[config.mk]
export PLATFORM = sky130hd
export DESIGN_NAME = ddma_send_queue
export DESIGN_NICKNAME = d
export VERILOG_FILES = /design/src/rtl/ddma_send_queue.sv
export SDC_FILE = /design/constraint.sdc
export NUM_CORES = 1
export LEC_CHECK = 0
export BUFFER_PORTS_ARGS = -buffer_cell sky130_fd_sc_hd__clkbuf_2
export CORE_MARGIN = 3
export CORE_UTILIZATION = 50
export CTS_CLUSTER_DIAMETER = 60
export DETAILED_ROUTE_END_ITERATION = 12
export PLACE_DENSITY = 0.75
export REMOVE_ABC_BUFFERS = 1
export SYNTH_ARGS = -nofsm -noshare
export SYNTH_HDL_FRONTEND = slang
export SYNTH_SLANG_ARGS = --single-unit
[constraint.sdc]
create_clock -name clock -period 5.7 [get_ports clock]
set_clock_uncertainty 0.1 [all_clocks]
set_input_delay 0.57 -clock clock [delete_from_list [all_inputs] [get_ports clock]]
set_output_delay 0.57 -clock clock [all_outputs]
set_load 0.005 [all_outputs]
[src/rtl/ddma_send_queue.sv]
// ddma_send_queue: CPU-side descriptor queue feeding the ddma send port.
// Buffers DEPTH (address, flit count) descriptors and issues them one at a
// time over the ddma cmd/status handshake. It also counts received-packet IRQ
// pulses and holds a level IRQ toward the CPU until they are all acknowledged.
module ddma_send_queue #(
  parameter int ADDR_WIDTH  = 32,
  parameter int SIZE_WIDTH  = 16,
  parameter int DEPTH       = 4,
  parameter int ACK_TIMEOUT = 16,
  parameter int CNT_WIDTH   = 8
) (
  input  logic                     clock,
  input  logic                     reset,
  input  logic                     push_valid,
  input  logic [ADDR_WIDTH-1:0]    push_addr,
  input  logic [SIZE_WIDTH-1:0]    push_nflits,
  output logic                     push_ready,
  input  logic                     irq_ack,
  output logic                     cmd_out,
  output logic [ADDR_WIDTH-1:0]    addr_out,
  output logic [SIZE_WIDTH-1:0]    nflits_out,
  input  logic                     status_in,
  input  logic                     irq_in,
  output logic                     irq,
  output logic [CNT_WIDTH-1:0]     pend_rx,
  output logic [CNT_WIDTH-1:0]     sent_cnt,
  output logic [$clog2(DEPTH):0]   q_count,
  output logic                     err
);

  localparam int PTR_W = $clog2(DEPTH);
  localparam int QC_W  = PTR_W + 1;
  localparam int TMO_W = $clog2(ACK_TIMEOUT) + 1;

  typedef enum logic [1:0] {
    ST_IDLE      = 2'd0,
    ST_ISSUE     = 2'd1,
    ST_WAIT_DONE = 2'd2
  } state_t;

  logic [ADDR_WIDTH-1:0] mem_addr_r   [DEPTH];
  logic [SIZE_WIDTH-1:0] mem_nflits_r [DEPTH];
  logic [PTR_W-1:0]      wr_ptr_r;
  logic [PTR_W-1:0]      rd_ptr_r;
  logic [QC_W-1:0]       q_count_r;

  state_t                state_r;
  state_t                state_s;
  logic                  cmd_out_r;
  logic                  cmd_s;
  logic [TMO_W-1:0]      tmo_r;
  logic [TMO_W-1:0]      tmo_s;
  logic                  err_r;
  logic                  err_s;
  logic [CNT_WIDTH-1:0]  sent_cnt_r;
  logic [CNT_WIDTH-1:0]  pend_rx_r;

  logic                  push_s;
  logic                  pop_s;
  logic                  q_nonempty_s;

  assign q_nonempty_s = (q_count_r != {QC_W{1'b0}});
  assign push_ready   = (q_count_r < QC_W'(DEPTH));
  assign push_s       = push_valid & push_ready;

  // Descriptor storage; entries are only meaningful between rd and wr pointers.
  always_ff @(posedge clock) begin
    if (push_s) begin
      mem_addr_r[wr_ptr_r]   <= push_addr;
      mem_nflits_r[wr_ptr_r] <= push_nflits;
    end
  end

  // FIFO pointers and occupancy; pointers wrap naturally since DEPTH is 2^n.
  always_ff @(posedge clock) begin
    if (reset) begin
      wr_ptr_r  <= {PTR_W{1'b0}};
      rd_ptr_r  <= {PTR_W{1'b0}};
      q_count_r <= {QC_W{1'b0}};
    end else begin
      if (push_s) begin
        wr_ptr_r <= wr_ptr_r + PTR_W'(1);
      end
      if (pop_s) begin
        rd_ptr_r <= rd_ptr_r + PTR_W'(1);
      end
      case ({push_s, pop_s})
        2'b10:   q_count_r <= q_count_r + QC_W'(1);
        2'b01:   q_count_r <= q_count_r - QC_W'(1);
        default: q_count_r <= q_count_r;
      endcase
    end
  end

  // Issue FSM next-state: the head entry stays in the FIFO until ddma reports
  // completion, so a timed-out issue is simply retried from IDLE.
  always_comb begin
    state_s = state_r;
    cmd_s   = cmd_out_r;
    tmo_s   = tmo_r;
    err_s   = err_r;
    pop_s   = 1'b0;
    case (state_r)
      ST_IDLE: begin
        if (q_nonempty_s && !status_in) begin
          state_s = ST_ISSUE;
          cmd_s   = 1'b1;
          tmo_s   = {TMO_W{1'b0}};
        end else begin
          cmd_s   = 1'b0;
        end
      end
      ST_ISSUE: begin
        if (status_in) begin
          // Drop cmd right away so ddma never sees it on return to config.
          cmd_s   = 1'b0;
          state_s = ST_WAIT_DONE;
        end else if (tmo_r == TMO_W'(ACK_TIMEOUT - 1)) begin
          cmd_s   = 1'b0;
          err_s   = 1'b1;
          state_s = ST_IDLE;
        end else begin
          cmd_s   = 1'b1;
          tmo_s   = tmo_r + TMO_W'(1);
        end
      end
      ST_WAIT_DONE: begin
        cmd_s = 1'b0;
        if (!status_in) begin
          pop_s   = 1'b1;
          state_s = ST_IDLE;
        end else begin
          state_s = ST_WAIT_DONE;
        end
      end
      default: begin
        state_s = ST_IDLE;
        cmd_s   = 1'b0;
      end
    endcase
  end

  // Issue FSM state, command, timeout, sticky error and completion counter.
  always_ff @(posedge clock) begin
    if (reset) begin
      state_r    <= ST_IDLE;
      cmd_out_r  <= 1'b0;
      tmo_r      <= {TMO_W{1'b0}};
      err_r      <= 1'b0;
      sent_cnt_r <= {CNT_WIDTH{1'b0}};
    end else begin
      state_r   <= state_s;
      cmd_out_r <= cmd_s;
      tmo_r     <= tmo_s;
      err_r     <= err_s;
      if (pop_s) begin
        sent_cnt_r <= sent_cnt_r + CNT_WIDTH'(1);
      end
    end
  end

  // Pending receive counter: simultaneous irq and ack cancel, saturates at max.
  always_ff @(posedge clock) begin
    if (reset) begin
      pend_rx_r <= {CNT_WIDTH{1'b0}};
    end else if (irq_in && irq_ack) begin
      pend_rx_r <= pend_rx_r;
    end else if (irq_in && (pend_rx_r != {CNT_WIDTH{1'b1}})) begin
      pend_rx_r <= pend_rx_r + CNT_WIDTH'(1);
    end else if (irq_ack && (pend_rx_r != {CNT_WIDTH{1'b0}})) begin
      pend_rx_r <= pend_rx_r - CNT_WIDTH'(1);
    end
  end

  assign cmd_out    = cmd_out_r;
  assign addr_out   = q_nonempty_s ? mem_addr_r[rd_ptr_r]   : {ADDR_WIDTH{1'b0}};
  assign nflits_out = q_nonempty_s ? mem_nflits_r[rd_ptr_r] : {SIZE_WIDTH{1'b0}};
  assign irq        = (pend_rx_r != {CNT_WIDTH{1'b0}});
  assign pend_rx    = pend_rx_r;
  assign sent_cnt   = sent_cnt_r;
  assign q_count    = q_count_r;
  assign err        = err_r;

endmodule
==> out/metrics.cfg, run 1 <==
[clock_tree]
insertion_delay_ns=0.50
hold_buffers=0
root_buffer=clkbuf_16
htree_levels=1
cts_buffers=23
post_cts_buffers=0
cts-resized-gates=0
clk_pin_slew_worst_paths_ns=0.06
clockBufferDepth=3
cts_sinks=226
cts_tree=done

[sta]
slew_headroom_pct=33.8
clock.fmax_mhz=319
final_hold_viol_count=0
post-route-period-util_pct=54.9
finalSetupViolations=0
setup_tns_ns=0
slew_viol_final=0
rsz0062_at_grt=no
period_minus_slack_ns=3.13
tightest_slew_ns=0.993

[synth]
synth-seq-area-share_pct=71.0
synthTopCellsByCount=192 x edfxtp_1, 48 x mux4_2, 46 x nor2b_1, 34 x dfxtp_1, 29 x nor2_1
postSynth.asyncResetShare_pct=0
ys_types=43
synth_most_common_cell=edfxtp_1
netlist.area_leader.share_pct=63.5
yosys.area.top_type=edfxtp_1
synth_area_leaders=edfxtp_1 63%, mux4_2 12%, dfxtp_1 7.5%
yosysWarnings=0
ys_ff_latch=226
synth_cells=513
netlist_area_um2=9080
ys.flop_type=edfxtp_1
synth-edff-count=192
syn_area_per_cell_um2=17.7

[cells_and_area]
area_delta_synth_final_pct=17.3
antenna_cells=0
fin_area_um2=10700
nets=721
drive_above_1_share_pct=34.0

[min_path]
hold_end=mem_addr_r[3][30]
hp-start=push_addr[30]
min_path_type=input pin to flop
min_path_cells=1

[flow_run]
drv_cap=0

[outcome]
status=complete, no violations

[floorplanning]
ios=125
die_y_um=141
start_util_pct=51.8
fp.dieW_um=141
core-area_um2=17500
die_area_um2=19800
num_rows=48

[detailed_routing]
drc=0
drt_iter0_drc=294
viasPerCell=5.51
detail-route-antenna-nets=0
num_vias=4906
dr.pass1.iters=4
wl_um=17200
wl_per_cell_um=19.4

[critical_path]
cp.arrival_ns=2.46
crit_type=flop to primary output
cp-start-kind=flop
reg2reg_from=pend_rx[0]
crit_path_cell_trace=mux4_2 > nor2b_1 > clkbuf_2
cp.required_ns=5.03
cp_max_fo=48
cp-end-kind=primary output
cpPeakStageDelay_ns=1.01
reg2reg_to=pend_rx[5]
r2r_cells=8
cp_slowest_cell=dfxtp_4
r2r_slack_ns=2.65

[power]
ir_drop_mv=0.212
cellLeakagePower_nw=3.80
p_per_area_nw_per_um2=349

[place]
portBuffers=124
placed_area_um2=9940
hpwlAfterDp_um=10600
gp_congestion=0.844

[global_routing]
grt.total_usage_pct=17.5
grt_pass1_wl_um=27700
grt_pass1_vias=5282
grt_start_max_net_pins=49
grt_overflow=0
antenna_found_initial=1

-- state kept, by name, summed over array words and instances (netlist names), 3 cells and up, named ones only --
signal	count
mem_nflits_r	64
pend_rx	8
mem_addr_r	128
q_count	3
sent_cnt	8
tmo_r	5
-- cells by family (layout without fill, tap and decap cells) --
family,count (synthesis),count (layout),share of synthesized area (%)
AND/OR/NAND/NOR,116,116,7.24
XOR/XNOR,16,16,1.54
adder cells (fa/ha/maj),19,19,2.78
flip-flops,226,226,71.0
multiplexers,50,50,12.1
AO/OA/AOI/OAI,49,49,3.50
buffers and inverters,37,189,1.86
-- stage by stage --
stage	instances	worst slack, ns	hold slack (ns)	power (W)	utilization [%]
6_report	890	2.57	0.183	0.00372	60.8
5_1_grt	890	2.33	0.168	0.00388	60.8
4_1_cts	890	2.46	0.165	0.00376	60.8
3_5_place_dp	848	2.68	0.365	0.00232	56.7
3_3_place_gp	848	2.85	0.363	0.00230	56.7
2_1_floorplan	493	2.13	0.354	0.00215	-
-- placed cells by master (no fill, tap or decap), types with 8 or more instances in the layout --
cell type,instances
edfxtp_1,192
clkbuf_2,124
mux4_2,48
nor2b_1,46
dfxtp_1,32
nor2_1,29
clkbuf_16,23
inv_1,17
a21oi_1,17
ha_1,17
o21ai_0,9
xnor2_1,8
xor2_1,8
-- report_power, final --
part | total (W) | switching [W] | internal, W | leakage, nW
clock network | 0.00144 | 0.000603 | 0.000839 | 0.358
registers | 0.00192 | 0.0000377 | 0.00188 | 2.04
logic | 0.000359 | 0.000202 | 0.000157 | 1.40
total | 0.00372 | 0.000842 | 0.00288 | 3.80
-- worst max-delay path: cells and delay by family, from the launching register on --
kind	cells	cell delay (ns)
buffers and inverters	1	0.15
AND/OR/NAND/NOR	1	0.17
flip-flops	1	1.01
multiplexers	1	0.60
-- metal layers --
layer,GRT usage [%],up-vias,wire [um]
met1,22.0,2463,6940
met4,4.54,2,274
met3,5.50,28,1450
met2,29.9,155,8540
met5,0,-,20
li1,-,2258,-
-- worst max path at each step --
stage                     end  slack, ns  depth (start not counted)
2_1_floorplan  nflits_out[10]       2.13                          2
3_3_place_gp       pend_rx[7]       2.85                          8
3_5_place_dp       pend_rx[7]       2.68                          8
4_1_cts          addr_out[16]       2.46                          3
5_1_grt          addr_out[16]       2.33                          3
6_report        nflits_out[3]       2.57                          3
-- final cells by class --
type	count	area, um^2
fillers	1332	6880
flip-flops and latches	226	6450
multi-input cells	250	2470
repair buffers	130	666
clock buffers	28	594
well taps	225	282
clock inverters	14	129
inverters	17	63.8
No activity file was read; power rests on OpenSTA's default activity.
==> run 2: changes to the inputs <==
--- a/config.mk
+++ b/config.mk
@@ -5,6 +5,7 @@
 export SDC_FILE = /design/constraint.sdc
 export NUM_CORES = 1
 export LEC_CHECK = 0
+export ABC_AREA = 1
 export BUFFER_PORTS_ARGS = -buffer_cell sky130_fd_sc_hd__clkbuf_2
 export CORE_MARGIN = 3
 export CORE_UTILIZATION = 50
==> constraint.sdc (replaced) <==
create_clock -name clock -period 3.2 [get_ports clock]
set_clock_uncertainty 0.1 [all_clocks]
set_input_delay 0.32 -clock clock [delete_from_list [all_inputs] [get_ports clock]]
set_output_delay 0.32 -clock clock [all_outputs]
set_load 0.005 [all_outputs]
==> out/metrics.cfg, run 2 <==
[critical_path]
cp.arrival_ns=2.54  ; +0.08 ns
critical_path_buf_inv_count=3  ; +2
cp.required_ns=2.78  ; -2.25 ns
crit_path_cell_trace=inv_2 > buf_4 > o21ai_0 > a21oi_1 > clkbuf_2
cp-start-kind=flop
r2r_slack_ns=0.87  ; -1.78 ns
cp-end-kind=primary output
critPathTopFamily=buffers and inverters
crit_type=flop to primary output
cp_slowest_cell=buf_4
cpPeakStageDelay_ns=0.64  ; -0.37 ns
cp_max_fo=82  ; +71%

[cells_and_area]
instances_no_fill=1258  ; +41%
utilization_pct=62.9  ; +2.1 points
drive_above_1_share_pct=18.6  ; -15 points
top_register=mem_addr_r
mostFrequentLayoutCell=nor2_1
largest_reg_flops=128  ; unchanged
largestRegisters=mem_addr_r x128, mem_nflits_r x64
nets=1085  ; +50%
area_delta_synth_final_pct=22.1
layout_common_cells=223 x nor2_1, 192 x edfxtp_1, 124 x clkbuf_2, 103 x o21ai_0, 71 x a21oi_1

[sta]
rsz0062_at_grt=no
period_minus_slack_ns=2.96
finalSetupViolations=0  ; unchanged
final_hold_viol_count=0  ; unchanged
final.setup.worst_slack_ns=0.236  ; -2.33 ns
tightest_slew_ns=0.744  ; -0.249 ns
post-route-period-util_pct=92.6
clock.fmax_mhz=337
slew_headroom_pct=50.4  ; +17 points
slew_viol_final=0  ; unchanged

[power]
cellLeakagePower_nw=4.36  ; +15%
p_per_area_nw_per_um2=680  ; +95%
ir_drop_mv=0.561  ; +160%

[detailed_routing]
wl_per_cell_um=15.7  ; -19%
num_vias=6578  ; +34%
viasPerCell=5.23  ; -5.1%
wl_um=19700  ; +15%
detail-route-antenna-nets=0  ; unchanged
drt_iter0_drc=355  ; +21%
dr.pass1.iters=4  ; unchanged
drc=0  ; unchanged

[synth]
synth-seq-area-share_pct=68.7  ; -2.3 points
synth_area_leaders=edfxtp_1 61%, nor2_1 9.1%, dfxtp_1 7.3%
syn_area_per_cell_um2=11.1  ; -37%
synth-edff-count=192  ; unchanged
yosys.area.top_type=edfxtp_1
synth_cells=844  ; +65%
yosysWarnings=0  ; unchanged
netlist_area_um2=9390  ; +3.3%
ys.flop_type=edfxtp_1
synth_most_common_cell=nor2_1
postSynth.asyncResetShare_pct=0  ; unchanged
ys_types=33  ; -23%
synthTopCellsByCount=227 x nor2_1, 192 x edfxtp_1, 103 x o21ai_0, 71 x a21oi_1, 58 x nand2_1
ys_ff_latch=226  ; unchanged
netlist.area_leader.share_pct=61.4  ; -2.0 points

[place]
gp_congestion=0.804  ; -4.8%
hpwlAfterDp_um=10900  ; +3.0%
portBuffers=124  ; unchanged
place_ws_ns=0.752  ; -1.93 ns
placed_cells=1168  ; +38%

[clock_tree]
hold_buffers=48  ; +48
root_buffer=clkbuf_16
cts_buffers=23  ; unchanged
post_cts_buffers=0  ; unchanged
clk_pin_slew_worst_paths_ns=0.06  ; about the same
insertion_delay_ns=0.50  ; about the same
cts-resized-gates=0  ; unchanged
clockBufferDepth=3  ; unchanged
cts_tree=done
cts_sinks=226  ; unchanged
htree_levels=1  ; unchanged

[global_routing]
grt_pass1_vias=6362  ; +20%
grt.total_usage_pct=18.7  ; +1.1 points
grt_pass1_wl_um=30400  ; +10%
grt_start_max_net_pins=83  ; +69%
grt_overflow=0  ; unchanged
antenna_found_initial=1  ; unchanged

[flow_run]
drv_cap=0  ; unchanged

[floorplanning]
start_util_pct=51.5  ; -0.26 points
fp.dieW_um=143  ; +1.6%
num_rows=49  ; +2.1%
core-area_um2=18200  ; +3.8%
die_y_um=143  ; +1.6%
die_area_um2=20500  ; +3.2%
ios=125  ; unchanged

[outcome]
status=complete, no violations

[min_path]
min_path_type=input pin to flop

run 2: changes by cell type in the layout (fill, tap and decap cells not counted), sizes merged, moves of 48 or more:
cell,change
mux4,-48
nor2,+201
o21ai,+104
dlygate4sd3,+48
a21oi,+56
nand2,+59
run 2: worst paths after layout:
kind                                   from              to  cells past startpoint
worst max-delay path                   flop  nflits_out[14]                      5
worst min-delay path              status_in      state_r[1]                      3
worst max register to register   q_count[2]      q_count[2]                      9
worst min register to register  rd_ptr_r[0]            flop                      1
run 2: final cells by class:
cell class / count / area [um^2]
diodes: 1 / 2.50
inverters: 42 / 158
well taps: 229 / 287
flip-flops and latches: 226 / 6450
repair buffers: 181 / 1190
clock buffers: 28 / 594
clock inverters: 13 / 145
fillers: 1363 / 6750
multi-input cells: 538 / 2630
run 2: through the flow:
step	instance area [um^2]	hold slack (ns)	power, W	setup TNS, ns
floorplan	9190	0.282	0.00454	-22.26
global placement	10200	0.357	0.00516	0
detailed placement	10200	0.363	0.00520	0
CTS	11500	0.0270	0.00787	0
global route	11500	0.0511	0.00818	0
finish	11500	0.0505	0.00779	0
run 2: power breakdown:
group	total, W	switching, W	internal, W
clock	0.00260	0.00103	0.00156
sequential	0.00358	0.000135	0.00345
combinational	0.00160	0.00102	0.000580
total	0.00779	0.00219	0.00559
run 2: tightest hold or removal path, cell delays in order:
cell	delay [ns]
clkbuf_2	0.15
nand2_1	0.08
a21oi_1	0.06
run 2: cells by family (layout without fill, tap and decap cells):
kind of cell	Yosys count	in the layout	share of synthesized area, %
AOI/OAI and AO/OA	190	190	10.3
xor gates and xnor gates	6	6	0.560
adders and majority gates	19	19	2.69
buffers and inverters	80	264	3.73
DFF	226	226	68.7
other	0	1	0
and+or+nand+nor	323	323	14.0
run 2: metal layers:
metal | track usage [%] | up-vias | wire [um]
met2 | 32.6 | 214 | 9600
met3 | 3.25 | 28 | 1550
met1 | 23.4 | 3092 | 8180
met5 | 0 | - | 0
li1 | - | 3244 | -
met4 | 6.75 | 0 | 416
